## src/rtl/slc3_mem_pkg.sv

```systemverilog
// Shared types and constants for the SLC-3 SRAM/IO access sequencer.
package slc3_mem_pkg;
  localparam logic [15:0] IO_ADDR_DEFAULT = 16'hFFFF;
  localparam int          WAIT_W          = 4;

  typedef enum logic [2:0] {
    ST_IDLE     = 3'd0,
    ST_READ     = 3'd1,
    ST_WR_SETUP = 3'd2,
    ST_WRITE    = 3'd3,
    ST_WR_HOLD  = 3'd4,
    ST_DONE     = 3'd5
  } mem_state_t;
endpackage

```

## src/rtl/slc3_mem_ctrl.sv

```systemverilog
// SRAM/IO access sequencer: turns one-cycle rd_req/wr_req pulses into SRAM strobe
// sequences, handles the memory-mapped IO address, and pulses done on completion.
module slc3_mem_ctrl
  import slc3_mem_pkg::*;
#(
  parameter int unsigned WAIT_CYCLES = 1,
  parameter logic [15:0] IO_ADDR     = IO_ADDR_DEFAULT
) (
  input  logic        Clk,
  input  logic        Reset,
  input  logic        rd_req,
  input  logic        wr_req,
  input  logic [15:0] addr,
  input  logic [15:0] wdata,
  input  logic [15:0] switches,
  input  logic [15:0] sram_data_in,
  output logic [15:0] rdata,
  output logic        done,
  output logic        busy,
  output logic [15:0] hex_out,
  output logic [19:0] sram_addr,
  output logic [15:0] sram_data_out,
  output logic        sram_data_oe,
  output logic        Mem_CE,
  output logic        Mem_UB,
  output logic        Mem_LB,
  output logic        Mem_OE,
  output logic        Mem_WE,
  output mem_state_t  dbg_state
);

  // Handshake: the issuer pulses rd_req/wr_req for one cycle while busy=0, then waits
  // for the one-cycle done pulse; requests seen while busy (including DONE) are dropped.

  localparam logic [WAIT_W-1:0] WAIT_LAST = WAIT_W'(WAIT_CYCLES);

  mem_state_t        state_q, state_d;
  logic [WAIT_W-1:0] count_q, count_d;
  logic [15:0]       rdata_q, rdata_d;
  logic [15:0]       hex_q, hex_d;
  logic [15:0]       addr_q, addr_d;
  logic [15:0]       wdata_q, wdata_d;

  always_comb begin
    state_d = state_q;
    count_d = count_q;
    rdata_d = rdata_q;
    hex_d   = hex_q;
    addr_d  = addr_q;
    wdata_d = wdata_q;
    case (state_q)
      ST_IDLE: begin
        if (rd_req || wr_req) begin
          addr_d  = addr;
          wdata_d = wdata;
          count_d = '0;
          if (addr == IO_ADDR) begin
            if (wr_req) hex_d = wdata;
            else        rdata_d = switches;
            state_d = ST_DONE;
          end else begin
            state_d = wr_req ? ST_WR_SETUP : ST_READ;
          end
        end
      end
      ST_READ: begin
        if (count_q == WAIT_LAST) begin
          rdata_d = sram_data_in;
          state_d = ST_DONE;
        end else begin
          count_d = count_q + 1'b1;
        end
      end
      ST_WR_SETUP: state_d = ST_WRITE;
      ST_WRITE: begin
        if (count_q == WAIT_LAST) state_d = ST_WR_HOLD;
        else                      count_d = count_q + 1'b1;
      end
      ST_WR_HOLD: state_d = ST_DONE;
      ST_DONE:    state_d = ST_IDLE;
      default:    state_d = ST_IDLE;
    endcase
  end

  always_ff @(posedge Clk) begin
    if (Reset) begin
      state_q <= ST_IDLE;
      count_q <= '0;
      rdata_q <= '0;
      hex_q   <= '0;
      addr_q  <= '0;
      wdata_q <= '0;
    end else begin
      state_q <= state_d;
      count_q <= count_d;
      rdata_q <= rdata_d;
      hex_q   <= hex_d;
      addr_q  <= addr_d;
      wdata_q <= wdata_d;
    end
  end

  // Strobes depend on registered state only, so no input can glitch Mem_*.
  always_comb begin
    Mem_CE       = 1'b1;
    Mem_UB       = 1'b1;
    Mem_LB       = 1'b1;
    Mem_OE       = 1'b1;
    Mem_WE       = 1'b1;
    sram_data_oe = 1'b0;
    case (state_q)
      ST_READ: begin
        Mem_CE = 1'b0; Mem_UB = 1'b0; Mem_LB = 1'b0; Mem_OE = 1'b0;
      end
      ST_WR_SETUP, ST_WR_HOLD: begin
        Mem_CE = 1'b0; Mem_UB = 1'b0; Mem_LB = 1'b0; sram_data_oe = 1'b1;
      end
      ST_WRITE: begin
        Mem_CE = 1'b0; Mem_UB = 1'b0; Mem_LB = 1'b0; Mem_WE = 1'b0; sram_data_oe = 1'b1;
      end
      default: ;
    endcase
  end

  assign done          = (state_q == ST_DONE);
  assign busy          = (state_q != ST_IDLE);
  assign rdata         = rdata_q;
  assign hex_out       = hex_q;
  assign sram_addr     = {4'b0, addr_q};
  assign sram_data_out = wdata_q;
  assign dbg_state     = state_q;

endmodule
```

## config.mk

```make
export PLATFORM = sky130hd
export DESIGN_NAME = slc3_mem_ctrl
export DESIGN_NICKNAME = d
export VERILOG_FILES = /design/src/rtl/slc3_mem_pkg.sv /design/src/rtl/slc3_mem_ctrl.sv
export SDC_FILE = /design/constraint.sdc
export NUM_CORES = 1
export LEC_CHECK = 0
export ABC_AREA = 1
export BUFFER_PORTS_ARGS = -buffer_cell sky130_fd_sc_hd__buf_2
export CELL_PAD_IN_SITES_DETAIL_PLACEMENT = 1
export CELL_PAD_IN_SITES_GLOBAL_PLACEMENT = 2
export CORE_UTILIZATION = 21
export CTS_CLUSTER_SIZE = 16
export DETAILED_ROUTE_END_ITERATION = 6
export PLACE_DENSITY_LB_ADDON = 0.05
export SETUP_SLACK_MARGIN = 0.2
export SLEW_MARGIN = 15
export SYNTH_ARGS = -nofsm -noshare
export SYNTH_HDL_FRONTEND = slang
export SYNTH_SLANG_ARGS = --single-unit
export TNS_END_PERCENT = 1
```

## constraint.sdc

```tcl
create_clock -name Clk -period 1.4 [get_ports Clk]
set_clock_uncertainty 0.1 [all_clocks]
set_input_delay 0 -clock Clk [delete_from_list [all_inputs] [get_ports Clk]]
set_output_delay 0 -clock Clk [all_outputs]
set_load 0.05 [all_outputs]
```

==> summary.txt, run 1 <==
Synth
  • Warnings from Yosys: 0
  • Area share of the largest cell type after synthesis: 45.2%
  • Synth area leader: dfxtp_1
  • Synth Instances: 454
  • Register area share after synthesis: 45.2%
  • Synthesized flop and latch total: 71
  • Post-Synthesis Cell Area: 3150 um^2
  • Main area contributors after synthesis: dfxtp_1 (45%), nand2_1 (18%), a21oi_1 (8.3%)
  • Synth cell types: 31
  • Post-synthesis area per instance: 6.93 um^2

GRT
  • Vias in the first global route: 3847
  • Tot GR Track Use: 15.8%
  • GR Overflow Total: 0
  • Antenna violations before repair: 0
  • Global routing's busiest layer: met2
  • Global Route met3 Usage: 3.95%
  • Global-route met1 utilization: 18.4%
  • Met2 GRT Util: 27.4%
  • First-pass GRT wire length: 19500 um
  • Largest net degree at the start of global routing: 33

Timing
  • Final WS setup: -124 ps
  • Min Hold Slack: 7.61 ps
  • Final hold violations: 0
  • # setup viols final: 36
  • RSZ-0062 raised after global routing: true
  • Fin crit share: 109%
  • Max Slew Vio Count: 0
  • Max Fclk: 656 MHz
  • Final min period: 1520 ps

Layout
  • Antenna Cells: 0
  • Final instance area: 5330 um^2
  • Nets@finish: 733
  • Share of post-route cells with drive strength above 1: 37.9%
  • Area growth from synthesis to layout: 69.5%

Pwr
  • Leak pwr: 0.00263 uW
  • Tot Pwr: 12800 uW
  • Cell Pwr Density: 2390 nW/um^2
  • Sw Ratio: 48.6%
  • P_sw: 6200 uW
  • Seq pwr share: 22.5%
  • Max VDD drop: 967 uV
  • Pint: 6560 uW
  • Clock power frac: 17.8%
  • Gate power share: 59.7%

Die
  • Area of the core: 14600 um^2
  • Die area: 15500 um^2
  • DIE WIDTH: 124 um
  • Starting Density: 21.6%
  • IO Count: 147
  • Die H: 124 um
  • Placement row count: 44

Clock tree
  • H-Tree Depth: 3
  • Clk sinks: 71
  • Clock-pin slew on the worst setup and hold paths: 60 ps
  • CTS tree: done
  • Skew-Pair Late Insertion Delay: 330 ps
  • CTS Buffer Depth: 2
  • Clock root buffer: clkbuf_16
  • Cts bufs inserted: 9

Detailed routing
  • Drt total wl: 11600 um
  • Vias per inst: 4.25
  • DRC: 0
  • DR vias: 3618
  • Detailed Route Iter0 Violations: 77
  • TritonRoute pass-1 iters: 4
  • Detail Route Antenna Nets: 0
  • Drt wl/cell: 13.7 um

Setup path
  • Crit Path Max Fanout: 8
  • Worst setup SP type: flop
  • CP endpoint kind: flop
  • Critical path data arrival time: 1650 ps
  • R2R setup slack: -120 ps
  • Worst Reg-to-Reg Cells: 8
  • Setup Crit Path Kind: reg2reg
  • CP required: 1530 ps

Worst hold path
  • Hold Crit Depth: 7
  • Type of the worst min-delay path: in2reg

Placement
  • Dpl ws: -166 ps
  • DP Area: 4270 um^2
  • HPWL Detailed: 8270 um
  • Placer Congestion: 0.731
  • PortBufs: 142

Job
  • Number of max-cap violations: 0

Status
  • Violated checks: negative setup slack
  • Status: finished with violations
==> layer usage <==
layer	wire [um]	share of wire [%]
met3	613	5.3
met5	0	0
met2	5660	49
met4	179	1.5
met1	5190	45
==> repair_timing <==
item	CTS	global route
hold buffers	44	0
endpoints found under the setup margin	81	80
resized for setup	51	18
gates cloned	2	0
pin swaps	29	6
endpoints found under the hold margin	60	0
setup buffers	2	1
==> through the flow <==
stage,utilization (%),setup TNS [ps],std cells
floorplan,-,-4760,457
global placement,29.3,-1740,787
detailed placement,29.3,-2810,787
CTS,36.0,-3200,850
global route,36.5,-7650,851
finish,36.5,-2540,851
==> cells in the mapped netlist <==
cell type  number
nand2_1       154
dfxtp_1        71
nor2_1         59
a21oi_1        52
inv_1          20
nand3_1        19
buf_4          15
o21ai_0         9
o21ai_1         8
buf_2           6
clkbuf_1        6
inv_2           6
nand2_2         5
a211oi_1        2
buf_6           2
ha_1            2
nand2_4         2
nand4_1         2
nor2_2          2
a21oi_2         1
and3_1          1
buf_1           1
clkinv_1        1
clkinv_2        1
conb_1          1
nand3_2         1
nor2_4          1
nor3_1          1
o211ai_1        1
or2_1           1
xnor2_1         1
==> cell families (layout without fill, tap and decap cells) <==
family                     after synthesis  after routing  synth area share, %
xor gates and xnor gates                 1              1                0.278
DFF                                     71             71                 45.2
and+or+nand+nor                        248            248                 32.2
buffers and inverters                   58            268                 9.47
AOI/OAI and AO/OA                       73             73                 12.0
other                                    1              4                0.119
adders and majority gates                2              2                0.795
==> cell usage in the layout (no fill, tap or decap), types with 2 or more instances in the layout <==
cell / synthesis / routed
a21oi_1: 52 / 30
a21oi_2: 1 / 23
buf_12: 0 / 4
buf_16: 0 / 2
buf_2: 6 / 132
buf_4: 15 / 33
buf_6: 2 / 6
buf_8: 0 / 4
clkbuf_16: 0 / 10
clkbuf_8: 0 / 2
clkinv_2: 1 / 2
conb_1: 1 / 4
dfxtp_1: 71 / 67
dfxtp_4: 0 / 3
dlygate4sd3_1: 0 / 44
inv_1: 20 / 20
inv_2: 6 / 2
inv_4: 0 / 4
nand2_1: 154 / 149
nand2_2: 5 / 5
nand2_4: 2 / 5
nand2_8: 0 / 2
nand3_1: 19 / 17
nand3_4: 0 / 2
nand4_1: 2 / 2
nor2_1: 59 / 57
nor2_4: 1 / 4
o21ai_0: 9 / 7
o21ai_1: 8 / 9
==> registers in the layout, indices dropped and copies added, names as in the netlist <==
register and flops:
count_q 4, rdata 16, addr_q 16, sram_data_out 16, dbg_state 3, hex_out 16
==> worst max-delay path: stages, from the launching register on <==
cell	delay [ps]
dfxtp_4	360
nor2_4	180
nand2_8	80
nor2_4	170
nor2_4	80
buf_12	140
buf_16	140
a21oi_2	130
nor2_1	40
==> power groups by stage <==
stage / combinational (uW) / clock, uW / sequential, uW
final: 7620 / 2270 / 2870
after detailed placement: 6480 / 0 / 2880
after CTS: 7580 / 2370 / 2880
after floorplan: 3230 / 0 / 4490
after global placement: 6410 / 0 / 2860
after global routing: 8240 / 2440 / 2940
==> path summary, 6_finish.rpt <==
check                                 start                             end
min                         sram_data_in[4]           rdata[4]$_SDFFE_PP0P_
max               dbg_state[1]$_SDFFE_PP0P_           rdata[3]$_SDFFE_PP0P_
min reg2reg  sram_data_out[15]$_SDFFE_PP0P_  sram_data_out[15]$_SDFFE_PP0P_
max reg2reg       dbg_state[1]$_SDFFE_PP0P_           rdata[3]$_SDFFE_PP0P_
==> area by class of cell <==
cell class / instances / area (um^2)
fill: 1798 / 9260
multi-input combinational: 328 / 1640
timing repair buffer: 225 / 1610
sequential: 71 / 1430
clock buffer: 13 / 282
tap: 184 / 230
inverter: 28 / 126
clock inverter: 2 / 11.3
Note: power is estimated with default switching activity, not from simulation.
==> inputs of run 2 (changes only) <==
--- a/config.mk
+++ b/config.mk
@@ -9,10 +9,10 @@
 export BUFFER_PORTS_ARGS = -buffer_cell sky130_fd_sc_hd__buf_2
 export CELL_PAD_IN_SITES_DETAIL_PLACEMENT = 1
 export CELL_PAD_IN_SITES_GLOBAL_PLACEMENT = 2
-export CORE_UTILIZATION = 21
+export CORE_UTILIZATION = 25
 export CTS_CLUSTER_SIZE = 16
 export DETAILED_ROUTE_END_ITERATION = 6
-export PLACE_DENSITY_LB_ADDON = 0.05
+export PLACE_DENSITY_LB_ADDON = 0.25
 export SETUP_SLACK_MARGIN = 0.2
 export SLEW_MARGIN = 15
 export SYNTH_ARGS = -nofsm -noshare
==> constraint.sdc (replaced) <==
create_clock -name Clk -period 1.9 [get_ports Clk]
set_clock_uncertainty 0.1 [all_clocks]
set_input_delay 0 -clock Clk [delete_from_list [all_inputs] [get_ports Clk]]
set_output_delay 0 -clock Clk [all_outputs]
set_load 0.05 [all_outputs]
==> summary.txt, run 2 (same netlist as run 1, synthesis figures left out) <==
Setup path
  • CP required: 2020 ps
  • R2R setup slack: 300 ps
  • FF-to-FF Start: dbg_state[0]$_SDFFE_PP0P_
  • Crit Path Max Fanout: 16
  • Setup Crit Path Kind: in2reg
  • Worst path max stage delay: 540 ps
  • CP Cell Sequence: dlygate4sd3_1, buf_2, nand2_1, nor2_1, nand2_2, nor2_4, nand2_1, nand2_2, buf_12, nand3_1, nand2_1, nor2_1
  • Worst path bufs/invs: 3
  • Top delay family on crit path: simple AND/OR/NAND/NOR gates
  • Top cell by count, worst path: nand2_1
  • Critical Path Slowest Stage Cell: dlygate4sd3_1
  • Worst setup SP type: primary input
  • RR Endpoint: sram_data_out[11]$_SDFFE_PP0P_
  • Critical path data arrival time: 1730 ps
  • CP endpoint kind: flop
  • Worst Reg-to-Reg Cells: 8

Layout
  • Most frequent cells in the layout: nand2_1 (152), buf_2 (142), dfxtp_1 (68), nor2_1 (57), a21oi_1 (52)
  • Commonest non-fill, non-tap cell in the layout: nand2_1
  • Area growth from synthesis to layout: 53.7%
  • Final instance area: 4830 um^2
  • Antenna Cells: 0
  • Share of post-route cells with drive strength above 1: 30.3%
  • Nets@finish: 703

Worst hold path
  • Hold Crit Depth: 7
  • Hold Crit Endpoint: rdata[14]$_SDFFE_PP0P_
  • Type of the worst min-delay path: in2reg
  • Worst Min Path Start: switches[14]

Status
  • Status: finished with violations
  • Violated checks: negative hold slack

Placement
  • DP Area: 4000 um^2
  • HPWL Detailed: 7540 um
  • PortBufs: 142
  • Placer Congestion: 0.734
  • Dpl ws: 32.8 ps

GRT
  • Vias in the first global route: 3671
  • Global-route met1 utilization: 19.4%
  • Global routing's busiest layer: met2
  • Antenna violations before repair: 2
  • GR Overflow Total: 0
  • First-pass GRT wire length: 17500 um
  • Global Route met3 Usage: 4.92%
  • Met2 GRT Util: 30.1%
  • Tot GR Track Use: 17.3%
  • Largest net degree at the start of global routing: 36

Die
  • Die H: 114 um
  • Area of the core: 12200 um^2
  • Die area: 13000 um^2
  • IO Count: 147
  • Starting Density: 25.9%
  • DIE WIDTH: 114 um
  • Placement row count: 40

Timing
  • Fin crit share: 84.6%
  • Final WS setup: 292 ps
  • Min Hold Slack: -3.18 ps
  • # setup viols final: 0
  • Final min period: 1610 ps
  • Final hold violations: 1
  • Max Slew Vio Count: 0
  • RSZ-0062 raised after global routing: true
  • Fin Setup TNS: 0 ps
  • Max Fclk: 622 MHz

Detailed routing
  • DR vias: 3513
  • Detail Route Antenna Nets: 0
  • Drt total wl: 11000 um
  • Detailed Route Iter0 Violations: 95
  • TritonRoute pass-1 iters: 4
  • Vias per inst: 4.36
  • Drt wl/cell: 13.7 um
  • DRC: 0

Clock tree
  • CTS tree: done
  • H-Tree Depth: 3
  • Clock root buffer: clkbuf_16
  • Cts bufs inserted: 9
  • Skew-Pair Late Insertion Delay: 330 ps
  • Clk sinks: 71
  • Clock-pin slew on the worst setup and hold paths: 60 ps
  • CTS Buffer Depth: 2

Pwr
  • Tot Pwr: 8430 uW
  • Max VDD drop: 477 uV
  • Cell Pwr Density: 1740 nW/um^2
  • Leak pwr: 0.00243 uW

Job
  • Number of max-cap violations: 0
run 2: cell types whose count changed in the layout (fill, tap and decap cells not counted), sizes merged:
cell,previous run,this run
bufinv,0,2
inv,26,25
clkbuf,13,12
clkinvlp,0,1
buf,181,150
clkinv,4,5
run 2: area by class of cell:
type                    count  area, um^2
clock inverters             5        81.3
inverters                  28         114
repair buffers            195        1280
well taps                 168         210
fillers                  1557        7330
clock buffers              11         243
multi-input cells         328        1480
flip-flops and latches     71        1430
run 2: repair_timing:
action,in CTS,in global routing
hold buffers,44,0
hold endpoints to repair,56,0
resized for setup,2,9
cloned,0,1
buffers inserted,0,0
setup endpoints to repair,16,57
run 2: metrics by stage:
| stage | utilization [%] | cells | hold slack [ps] |
|---|---|---|---|
| floorplan | - | 457 | 34.9 |
| global placement | 32.9 | 745 | 144 |
| detailed placement | 32.9 | 745 | 152 |
| global route | 39.7 | 806 | 44.2 |
| CTS | 39.3 | 805 | 3.98 |
| finish | 39.7 | 806 | -3.18 |
run 2: power breakdown:
group          switching [uW]  leakage [uW]  internal (uW)
Combinational            3270       0.00169           1220
Sequential                246      0.000581           1870
Clock                     643      0.000156           1190
Total                    4160       0.00243           4270
run 2: how the worst max path moves through the flow:
stage                              start                       to  slack (ps)  cells past startpoint
2_1_floorplan  dbg_state[1]$_SDFFE_PP0P_  count_q[0]$_SDFFE_PP0P_         140                      7
3_3_place_gp   dbg_state[0]$_SDFFE_PP0P_  hex_out[6]$_SDFFE_PP0P_          40                      7
3_5_place_dp   dbg_state[0]$_SDFFE_PP0P_  hex_out[0]$_SDFFE_PP0P_          30                      7
4_1_cts        dbg_state[2]$_SDFFE_PP0P_    rdata[0]$_SDFFE_PP0P_         210                      9
5_1_grt                          addr[9]    rdata[9]$_SDFFE_PP0P_         140                     12
6_report                         addr[9]    rdata[2]$_SDFFE_PP0P_         290                     12
run 2: worst reg2reg max path, cell delays in order, from the launching register on:
cell and delay (ps):
dfxtp_2 460, nor2_4 80, nand2_2 110, inv_2 70, nand2_4 90, clkinv_2 200
buf_12 240, nand2_1 80, a21oi_1 60
run 2: per-layer routing:
layer  vias to the layer above  routed length, um
met4                         4                230
met1                      1623               4730
met3                        18                654
li1                       1776                  -
met2                        92               5390
met5                         -                 26
